[src/rtl/adder_result_stage_if.sv]
// rtl/adder_result_stage_if.sv - handshake/data bundle between adder, result stage and its consumers
interface adder_result_stage_if #(
  parameter int WIDTH     = 32,
  parameter int CNT_WIDTH = 8
);
  logic                 Valid_i;
  logic                 Ready_o;
  logic [WIDTH-1:0]     Sum_i;
  logic                 C_i;
  logic                 Overflow_i;
  logic                 Sel_i;
  logic                 Sat_en_i;
  logic                 Valid_o;
  logic                 Ready_i;
  logic [WIDTH-1:0]     Result_o;
  logic [3:0]           Flags_o;
  logic                 Clr_sticky_i;
  logic                 Ovf_sticky_o;
  logic [CNT_WIDTH-1:0] Ovf_count_o;

  modport slave (
    input  Valid_i, Sum_i, C_i, Overflow_i, Sel_i, Sat_en_i, Ready_i, Clr_sticky_i,
    output Ready_o, Valid_o, Result_o, Flags_o, Ovf_sticky_o, Ovf_count_o
  );

  modport master (
    output Valid_i, Sum_i, C_i, Overflow_i, Sel_i, Sat_en_i, Ready_i, Clr_sticky_i,
    input  Ready_o, Valid_o, Result_o, Flags_o, Ovf_sticky_o, Ovf_count_o
  );
endinterface

[src/rtl/adder_result_stage.sv]
// rtl/adder_result_stage.sv - 2-entry skid buffer capturing adder results with saturation, NZCV flags and overflow stats
module adder_result_stage #(
  parameter int WIDTH     = 32,
  parameter int CNT_WIDTH = 8
) (
  input  logic                Clk_i,
  input  logic                Rst_i,
  adder_result_stage_if.slave bus
);

  logic [1:0]           r_count;
  logic                 r_ready;
  logic                 r_valid;
  logic [WIDTH-1:0]     r_head_result;
  logic [3:0]           r_head_flags;
  logic [WIDTH-1:0]     r_skid_result;
  logic [3:0]           r_skid_flags;
  logic                 r_sticky;
  logic [CNT_WIDTH-1:0] r_ovf_cnt;

  logic                 w_push;
  logic                 w_pop;
  logic [1:0]           w_next_count;
  logic [WIDTH-1:0]     w_result;
  logic                 w_flag_c;
  logic [3:0]           w_flags;

  always_comb begin
    w_push = bus.Valid_i & r_ready;
    w_pop  = r_valid & bus.Ready_i;

    w_next_count = r_count;
    case ({w_push, w_pop})
      2'b10:   w_next_count = r_count + 2'd1;
      2'b01:   w_next_count = r_count - 2'd1;
      default: w_next_count = r_count;
    endcase

    // Saturate toward the sign the true result would have had (opposite of Sum MSB).
    if (bus.Sat_en_i & bus.Overflow_i)
      w_result = {~bus.Sum_i[WIDTH-1], {(WIDTH-1){bus.Sum_i[WIDTH-1]}}};
    else
      w_result = bus.Sum_i;

    // Carry for add and no-borrow for subtract are both the raw adder carry.
    w_flag_c = bus.Sel_i ? bus.C_i : bus.C_i;
    w_flags  = {w_result[WIDTH-1], (w_result == '0), w_flag_c, bus.Overflow_i};
  end

  always_ff @(posedge Clk_i or posedge Rst_i) begin
    if (Rst_i) begin
      r_count       <= 2'd0;
      r_ready       <= 1'b1;
      r_valid       <= 1'b0;
      r_head_result <= '0;
      r_head_flags  <= 4'b0000;
      r_skid_result <= '0;
      r_skid_flags  <= 4'b0000;
    end else begin
      r_count <= w_next_count;
      r_ready <= (w_next_count != 2'd2);
      r_valid <= (w_next_count != 2'd0);
      case (r_count)
        2'd0: begin
          if (w_push) begin
            r_head_result <= w_result;
            r_head_flags  <= w_flags;
          end
        end
        2'd1: begin
          if (w_push && w_pop) begin
            r_head_result <= w_result;
            r_head_flags  <= w_flags;
          end else if (w_push) begin
            r_skid_result <= w_result;
            r_skid_flags  <= w_flags;
          end
        end
        default: begin
          if (w_pop) begin
            r_head_result <= r_skid_result;
            r_head_flags  <= r_skid_flags;
          end
        end
      endcase
    end
  end

  // An overflow event in the same cycle as a clear wins and counts as the first event.
  always_ff @(posedge Clk_i or posedge Rst_i) begin
    if (Rst_i) begin
      r_sticky  <= 1'b0;
      r_ovf_cnt <= '0;
    end else if (w_push && bus.Overflow_i) begin
      r_sticky <= 1'b1;
      if (bus.Clr_sticky_i)
        r_ovf_cnt <= CNT_WIDTH'(1);
      else if (r_ovf_cnt != {CNT_WIDTH{1'b1}})
        r_ovf_cnt <= r_ovf_cnt + CNT_WIDTH'(1);
    end else if (bus.Clr_sticky_i) begin
      r_sticky  <= 1'b0;
      r_ovf_cnt <= '0;
    end
  end

  assign bus.Ready_o      = r_ready;
  assign bus.Valid_o      = r_valid;
  assign bus.Result_o     = r_head_result;
  assign bus.Flags_o      = r_head_flags;
  assign bus.Ovf_sticky_o = r_sticky;
  assign bus.Ovf_count_o  = r_ovf_cnt;

endmodule
[src/flat_wrapper.sv]
// flat-port wrapper written by rule: the top's interface ports become plain ports
module adder_result_stage_flat 
#(
  parameter int WIDTH     = 32,
  parameter int CNT_WIDTH = 8
)
  (Clk_i, Rst_i, bus_Valid_i, bus_Sum_i, bus_C_i, bus_Overflow_i, bus_Sel_i, bus_Sat_en_i, bus_Ready_i, bus_Clr_sticky_i, bus_Ready_o, bus_Valid_o, bus_Result_o, bus_Flags_o, bus_Ovf_sticky_o, bus_Ovf_count_o);
  adder_result_stage_if #(.WIDTH(WIDTH), .CNT_WIDTH(CNT_WIDTH)) bus_i ();
  input  logic Clk_i;
  input  logic Rst_i;
  input wire logic [$bits(bus_i.Valid_i)-1:0] bus_Valid_i;
  input wire logic [$bits(bus_i.Sum_i)-1:0] bus_Sum_i;
  input wire logic [$bits(bus_i.C_i)-1:0] bus_C_i;
  input wire logic [$bits(bus_i.Overflow_i)-1:0] bus_Overflow_i;
  input wire logic [$bits(bus_i.Sel_i)-1:0] bus_Sel_i;
  input wire logic [$bits(bus_i.Sat_en_i)-1:0] bus_Sat_en_i;
  input wire logic [$bits(bus_i.Ready_i)-1:0] bus_Ready_i;
  input wire logic [$bits(bus_i.Clr_sticky_i)-1:0] bus_Clr_sticky_i;
  output wire logic [$bits(bus_i.Ready_o)-1:0] bus_Ready_o;
  output wire logic [$bits(bus_i.Valid_o)-1:0] bus_Valid_o;
  output wire logic [$bits(bus_i.Result_o)-1:0] bus_Result_o;
  output wire logic [$bits(bus_i.Flags_o)-1:0] bus_Flags_o;
  output wire logic [$bits(bus_i.Ovf_sticky_o)-1:0] bus_Ovf_sticky_o;
  output wire logic [$bits(bus_i.Ovf_count_o)-1:0] bus_Ovf_count_o;
  assign bus_i.Valid_i = bus_Valid_i;
  assign bus_i.Sum_i = bus_Sum_i;
  assign bus_i.C_i = bus_C_i;
  assign bus_i.Overflow_i = bus_Overflow_i;
  assign bus_i.Sel_i = bus_Sel_i;
  assign bus_i.Sat_en_i = bus_Sat_en_i;
  assign bus_i.Ready_i = bus_Ready_i;
  assign bus_i.Clr_sticky_i = bus_Clr_sticky_i;
  assign bus_Ready_o = bus_i.Ready_o;
  assign bus_Valid_o = bus_i.Valid_o;
  assign bus_Result_o = bus_i.Result_o;
  assign bus_Flags_o = bus_i.Flags_o;
  assign bus_Ovf_sticky_o = bus_i.Ovf_sticky_o;
  assign bus_Ovf_count_o = bus_i.Ovf_count_o;
  adder_result_stage #(.WIDTH(WIDTH), .CNT_WIDTH(CNT_WIDTH)) u_core (.Clk_i(Clk_i), .Rst_i(Rst_i), .bus(bus_i));
endmodule
[config.mk]
export PLATFORM = sky130hd
export DESIGN_NAME = adder_result_stage_flat
export DESIGN_NICKNAME = d
export VERILOG_FILES = /design/src/rtl/adder_result_stage_if.sv /design/src/rtl/adder_result_stage.sv /design/src/flat_wrapper.sv
export SDC_FILE = /design/constraint.sdc
export NUM_CORES = 1
export LEC_CHECK = 0
export ABC_AREA = 1
export CAP_MARGIN = 25
export CORE_ASPECT_RATIO = 1.4
export CORE_MARGIN = 1.5
export CORE_UTILIZATION = 55
export DETAILED_ROUTE_END_ITERATION = 6
export GPL_TIMING_DRIVEN = 0
export MAX_ROUTING_LAYER = met4
export PLACE_DENSITY = 0.86
export SLEW_MARGIN = 20
export SYNTH_ARGS = -nofsm -noshare
export SYNTH_HDL_FRONTEND = slang
export SYNTH_SLANG_ARGS = --single-unit
[constraint.sdc]
create_clock -name Clk_i -period 7.7 [get_ports Clk_i]
set_input_delay 1.155 -clock Clk_i [delete_from_list [all_inputs] [get_ports Clk_i]]
set_output_delay 1.155 -clock Clk_i [all_outputs]
set_load 0.02 [all_outputs]
==> impl_results.md, run 1 <==
* Status: completed
* Vias post-DR at 3867
* Critical Path RT at 7980 ps
* Height of the chip at 104 um
* Number of port buffers at 86
* H-tree Lvls at 3
* Core area at 0.00698 mm^2
* Chip Width at 75.1 um
* Total grt overflow at 0
* Post-synthesis compound-gate area fraction at 19.9%
* Max_slew headroom at 64.7%
* Worst clock skew at 9.20 ps
* Register area share after synthesis at 52.0%
* Initial Util at 57.3%
* Area share of the largest cell type after synthesis at 51.3%
* Avg Cell Area, Syn at 8.13 um^2
* Global-route wire length before repair at 17200 um
* Post-Synth XOR/XNOR Area at 0.438%
* Synthesized-area fraction occupied by and/or/nand/nor cells at 18.8%
* Async SR Flop Fraction at 100%
* Row count at 36
* # diodes at 0
* Combinational power share at 48.2%
* Layout cells sized above 1 at 7.23%
* Ys Warns at 0
* Syn Nets at 539
* Mux contribution to synthesized area at 0%
* Final Cycle Share at 38.1%
* Synth Area in Adders at 1.88%
* Synth area leaders: dfrtp_1 51%, nand2_1 11%, o21ai_0 7.5%, a21oi_1 6.6%, nor2_1 4.9%
* Worst Setup End Kind: flop
* Post-CTS Hold Fix Bufs at 0
* Ports at 88
* Dpl cell area at 0.00501 mm^2
* Largest family of logic cells by synthesized area: compound AO/OA/AOI/OAI gates
* Switch share at 41.4%
* RSZ-0062 raised after global routing: false
* Final setup margin at 4760 ps
* Largest net degree at the start of global routing at 50
* Kind of critical path: primary input to flop
* Primary FF master, synth: dfrtp_1
* Sink Count at 83
* EDFF count, synth at 0
* Drt drc at 0
* Initial antenna violation count at 0
* HPWL after DPL at 7530 um
* Worst skew pair latency at 370 ps
* Vias in the first global route at 3583
* Resized Gates After CTS at 0
* Total of max-cap violations at 0
* Worst setup SP type: primary input
* Pre-CTS WS at 4470 ps
* Switching Power at 850 uW
* Clk root buf: clkbuf_8
* Drt initial violations at 485
* Total GRT Usage at 29.7%
* Synth cell types at 26
* Synth Register Bits at 83
* Clock buffer depth at 2
* Pwr dens at 393 mW/mm^2
* Setup bufs post-CTS at 0
* Register area at 0.00208 mm^2
* Clock period minus worst slack at 2940 ps
* P&R area growth vs syn at 30.6%
* Most common cell in the netlist: nand2_1
* CP arrival at 3220 ps
* Fin area at 0.00522 mm^2
* Placer Congestion at 0.926
* Lkg Pwr at 0.00237 uW
* CTS Buf Count at 9
* Nets at 637
* Maximum vdd drop at 223 uV
* CTS tree: built
* Antenna viol nets, final at 0
* Synth Instances at 492
* Area of the multi-input gates at 0.00164 mm^2
* Post-synth top area cell: dfrtp_1
* Worst Tran Pin Value at 530 ps
* Final Routed Wirelength at 10600 um
* Final setup vio count at 0
* Cell area after synthesis at 0.00400 mm^2
* FF-to-FF setup slack at 5480 ps
* Clk pwr share at 16.1%
* Die area at 0.00780 mm^2
* Final hold violation count at 0
* Max-slew violations at 0
* Via density at 5.60
* Reg clk slew, reported paths at 80 ps
* DR WL/cell at 15.3 um
* Setup TNS at 0 ps
* Pint at 1200 uW
* Crit Path Max Fanout at 10
* Drt first pass iters at 5
* Hold crit path type: flop to flop
* Post-synth top cells: 118 x nand2_1, 82 x dfrtp_1, 60 x o21ai_0
* Filler cells at 508
* Maximum clock frequency at 341 MHz
* Register share of total power at 35.7%
## cells by family (layout without fill, tap and decap cells)
group | count (synthesis) | count (layout)
buffers and inverters | 62 | 165
and+or+nand+nor | 189 | 189
AOI/OAI and AO/OA | 150 | 150
DFF | 83 | 83
xor gates and xnor gates | 2 | 2
adders and majority gates | 6 | 6
## per-stage QoR
| stage | std cells | util [%] | hold WS, ps | total power, uW |
|---|---|---|---|---|
| after CTS | 690 | 74.8 | 489 | 2050 |
| after detailed placement | 674 | 71.7 | 469 | 1720 |
| after global routing | 690 | 74.8 | 510 | 2190 |
| final | 690 | 74.8 | 484 | 2050 |
| after global placement | 673 | 71.3 | 458 | 1680 |
| after floorplan | 492 | - | 444 | 1330 |
## cell usage in the layout, fill, tap and decap left out
master | synthesis | routed
inv_4 | 0 | 1
xor2_1 | 2 | 2
ha_1 | 6 | 6
nor2_1 | 52 | 52
clkbuf_8 | 0 | 12
a31oi_1 | 29 | 29
dfrtp_1 | 82 | 82
nand3_1 | 7 | 7
nand2_1 | 118 | 118
nand3_2 | 2 | 2
nand2_2 | 3 | 3
buf_16 | 0 | 1
dfstp_2 | 1 | 1
clkdlybuf4s50_1 | 0 | 86
clkinv_2 | 0 | 2
bufinv_16 | 0 | 1
a22oi_1 | 1 | 1
nor3_1 | 3 | 3
nand4_1 | 2 | 2
inv_1 | 31 | 30
clkinvlp_4 | 0 | 1
buf_2 | 12 | 12
o21a_1 | 2 | 2
buf_4 | 2 | 2
a21oi_1 | 53 | 53
clkinv_1 | 1 | 1
clkbuf_1 | 13 | 13
or2_2 | 1 | 1
o31ai_1 | 1 | 1
o21ai_1 | 4 | 4
buf_6 | 3 | 3
o21ai_0 | 60 | 60
nor2_2 | 1 | 1
## worst paths after layout
path,start,to,depth (start not counted)
max in group asynchronous,Rst_i,u_core.bus.Ready_o,3
min in group asynchronous,Rst_i,u_core.r_skid_result[16],2
worst max-delay path,bus_Valid_i,u_core.r_skid_result[3],9
worst min-delay path,u_core.bus.Result_o[10],u_core.bus.Result_o[10],2
worst min register to register,u_core.bus.Result_o[10],u_core.bus.Result_o[10],2
worst max register to register,u_core.bus.Ready_o,u_core.r_skid_result[3],8
## power groups by stage
stage	registers, uW	clock network (uW)	logic, uW
after floorplan	828	0	503
after global placement	728	0	955
after detailed placement	738	0	982
after CTS	730	334	990
after global routing	752	352	1090
final	732	331	990
## state kept, by name, summed over array words and instances, names as in the netlist
signal                   count
u_core.bus.Flags_o           4
u_core.bus.Ovf_count_o       8
u_core.bus.Ovf_sticky_o      1
u_core.bus.Ready_o           1
u_core.bus.Result_o         31
u_core.bus.Valid_o           1
u_core.r_count               2
u_core.r_skid_flags          3
u_core.r_skid_result        32
## layer usage
metal | global-route usage (%) | wire [um] | vias up | part of all wire [%]
met5 | - | 0 | - | 0
met4 | 11.4 | 298 | 0 | 2.8
met3 | 4.94 | 697 | 36 | 6.6
met2 | 46.3 | 5300 | 185 | 50
met1 | 38.6 | 4260 | 1812 | 40
li1 | - | - | 1834 | -
## worst max-delay path, cell delays in order
cell,delay (ps)
clkdlybuf4s50_1,450
nand2_1,120
inv_1,110
ha_1,200
nand2_1,240
clkinv_1,210
clkbuf_1,440
nor2_1,120
a31oi_1,170
## cell type report
class / instances / area share, %
multi-input cells: 347 / 31.4
inverters: 32 / 2.35
well taps: 95 / 2.28
repair buffers: 87 / 17.0
clock inverters: 4 / 0.911
plain buffers: 30 / 3.02
flip-flops and latches: 83 / 39.8
clock buffers: 12 / 3.16
Power figures use the tool's default switching activity.
==> run 2: changes to the inputs <==
- CORE_UTILIZATION: 55 -> 51
- PLACE_DENSITY: 0.86 -> 0.8
- clock period: 7.7 -> 2.85 ns (I/O delays scaled with it)
==> run 2 against run 1 <==
Compared with the run above: global-route usage shrank 2.2 points; power grew to 2.7 times the previous value; worst hold slack got worse by 86 ps; critical path type unchanged.
==> impl_results.md, run 2 (same netlist as run 1, synthesis figures left out) <==
* Final hold violation count at 0 (unchanged)
* Total grt overflow at 0 (unchanged)
* Drt first pass iters at 5 (unchanged)
* Drt initial violations at 425 (-12%)
* Global-route wire length before repair at 17700 um (+2.6%)
* Combinational power share at 47.9% (-0.3 points)
* Largest register FFs at 32 (unchanged)
* Initial Util at 52.2% (-5.0 points)
* Launch point of the critical path: bus_Valid_i
* RSZ-0062 raised after global routing: false
* CTS tree: built
* Pint at 3290 uW (+170%)
* CP arrival at 2530 ps (-690 ps)
* Max-slew violations at 0 (unchanged)
* Most common cell after layout, fill and taps aside: nand2_1
* Max_slew headroom at 66.4% (+1.7 points)
* R2R cell count at 8 (unchanged)
* Hold crit path type: primary input to asynchronous set/reset pin
* Final setup margin at 571 ps (-4190 ps)
* Reg2reg end: u_core.r_skid_result[1]
* Final setup vio count at 0 (unchanged)
* Worst reg2reg startpoint: u_core.bus.Ready_o
* Clock period minus worst slack at 2280 ps
* Vias post-DR at 3910 (+1.1%)
* Clk root buf: clkbuf_8
* Chip Width at 77.8 um (+3.7%)
* Setup TNS at 0 ps (unchanged)
* Power Total at 5590 uW (+170%)
* Lkg Pwr at 0.00237 uW (about the same)
* Layout cells sized above 1 at 6.72% (-0.50 points)
* Reg clk slew, reported paths at 90 ps (about the same)
* Largest net degree at the start of global routing at 58 (+16%)
* Filler cells at 657 (+29%)
* Ports at 88 (unchanged)
* Switching Power at 2300 uW (+170%)
* Total of max-cap violations at 0 (unchanged)
* Clock buffer depth at 2 (unchanged)
* Nets at 637 (unchanged)
* Most frequent cells in the layout: 118 x nand2_1, 86 x clkdlybuf4s50_1, 82 x dfrtp_1
* Register area at 0.00208 mm^2 (unchanged)
* Register share of total power at 35.6% (about the same)
* Maximum vdd drop at 630 uV (+180%)
* Sink Count at 83 (unchanged)
* Antenna viol nets, final at 0 (unchanged)
* DR WL/cell at 15.5 um (+1.1%)
* Worst Tran Pin Value at 504 ps (-25.7 ps)
* Pwr dens at 1070 mW/mm^2 (+170%)
* Final Util at 68.3% (-6.5 points)
* Vias in the first global route at 3861 (+7.8%)
* Worst Setup End Kind: flop
* Core area at 0.00765 mm^2 (+9.6%)
* Post-placement cell count at 679 (+0.74%)
* Final Cycle Share at 79.9%
* Clk pwr share at 16.5% (+0.4 points)
* Initial antenna violation count at 0 (unchanged)
* Crit Path Max Fanout at 10 (unchanged)
* Height of the chip at 108 um (+3.7%)
* Worst clock skew at 14.5 ps (+5.30 ps)
* FF-to-FF setup slack at 580 ps (-4900 ps)
* CTS Buf Count at 9 (unchanged)
* Maximum clock frequency at 439 MHz
* Most flop-heavy register: u_core.r_skid_result
* P&R area growth vs syn at 30.8%
* Kind of critical path: primary input to flop
* Final Routed Wirelength at 10700 um (+1.8%)
* Resized Gates After CTS at 0 (unchanged)
* Worst skew pair latency at 350 ps (-20 ps)
* Via density at 5.63 (+0.38%)
* Placer Congestion at 0.891 (-3.8%)
* Total GRT Usage at 27.6% (-2.2 points)
* Setup bufs post-CTS at 0 (unchanged)
* Die area at 0.00839 mm^2 (+7.6%)
* Pre-CTS WS at 309 ps (-4160 ps)
* Post-CTS Hold Fix Bufs at 0 (unchanged)
* Switch share at 41.1% (-0.31 points)
* Drt drc at 0 (unchanged)
* # diodes at 0 (unchanged)
* Critical Path RT at 3100 ps (-4880 ps)
* Number of port buffers at 86 (unchanged)
* H-tree Lvls at 3 (unchanged)
* Worst setup SP type: primary input
* Cell Count, Final, Fillers Out at 695 (+0.72%)
* HPWL after DPL at 7700 um (+2.3%)
* Row count at 38 (+5.6%)
* Status: completed
* Area of the multi-input gates at 0.00164 mm^2 (unchanged)
==> run 2: cell count changes in the layout (fill, tap and decap cells not counted) <==
cell	delta
clkbuf_1	+3
clkbuf_8	-2
bufinv_16	+1
clkinv_2	-1
clkinvlp_4	-1
==> run 2: worst max path at each step <==
| stage | end | slack, ps | depth (start not counted) |
|---|---|---|---|
| 5_1_grt | u_core.r_skid_result[1] | 520 | 9 |
| 3_3_place_gp | u_core.bus.Result_o[22] | -1010 | 2 |
| 3_5_place_dp | u_core.r_skid_result[14] | 310 | 9 |
| 2_1_floorplan | u_core.bus.Flags_o[0] | 290 | 1 |
| 6_report | u_core.r_skid_result[1] | 570 | 9 |
| 4_1_cts | u_core.r_skid_result[1] | 620 | 9 |
==> run 2: power groups by stage <==
stage / sequential, uW / clock [uW] / combinational [uW]
final: 1990 / 924 / 2680
after detailed placement: 2000 / 0 / 2650
after CTS: 1980 / 931 / 2680
after global placement: 1970 / 0 / 2570
after floorplan: 2240 / 0 / 1360
after global routing: 2040 / 980 / 2970
==> run 2: area by class of cell <==
type | count | area share, %
plain buffers | 30 | 3.02
clock buffers | 13 | 2.85
clock inverters | 3 | 1.24
inverters | 32 | 2.35
multi-input cells | 347 | 31.4
flip-flops and latches | 83 | 39.8
well taps | 100 | 2.39
repair buffers | 87 | 17.0
==> run 2: through the flow <==
| stage | hold WS, ps | instance area, um^2 |
|---|---|---|
| 3_5_place_dp | 465 | 5010 |
| 5_1_grt | 455 | 5230 |
| 4_1_cts | 416 | 5230 |
| 6_report | 398 | 5230 |
| 3_3_place_gp | 456 | 4980 |
| 2_1_floorplan | 444 | 4000 |
==> run 2: layer usage <==
metal / GRT usage (%) / vias up / wire length, um
met5: - / - / 0
li1: - / 1840 / -
met4: 11.6 / 0 / 329
met3: 4.66 / 35 / 648
met1: 32.7 / 1845 / 4300
met2: 46.3 / 190 / 5470
==> run 2: worst max-delay path, cell delays in order <==
cell	delay (ps)
clkdlybuf4s50_1	450
nand2_1	120
inv_1	110
ha_1	190
nand2_1	240
clkinv_1	220
clkbuf_1	430
nor2_1	120
a31oi_1	200
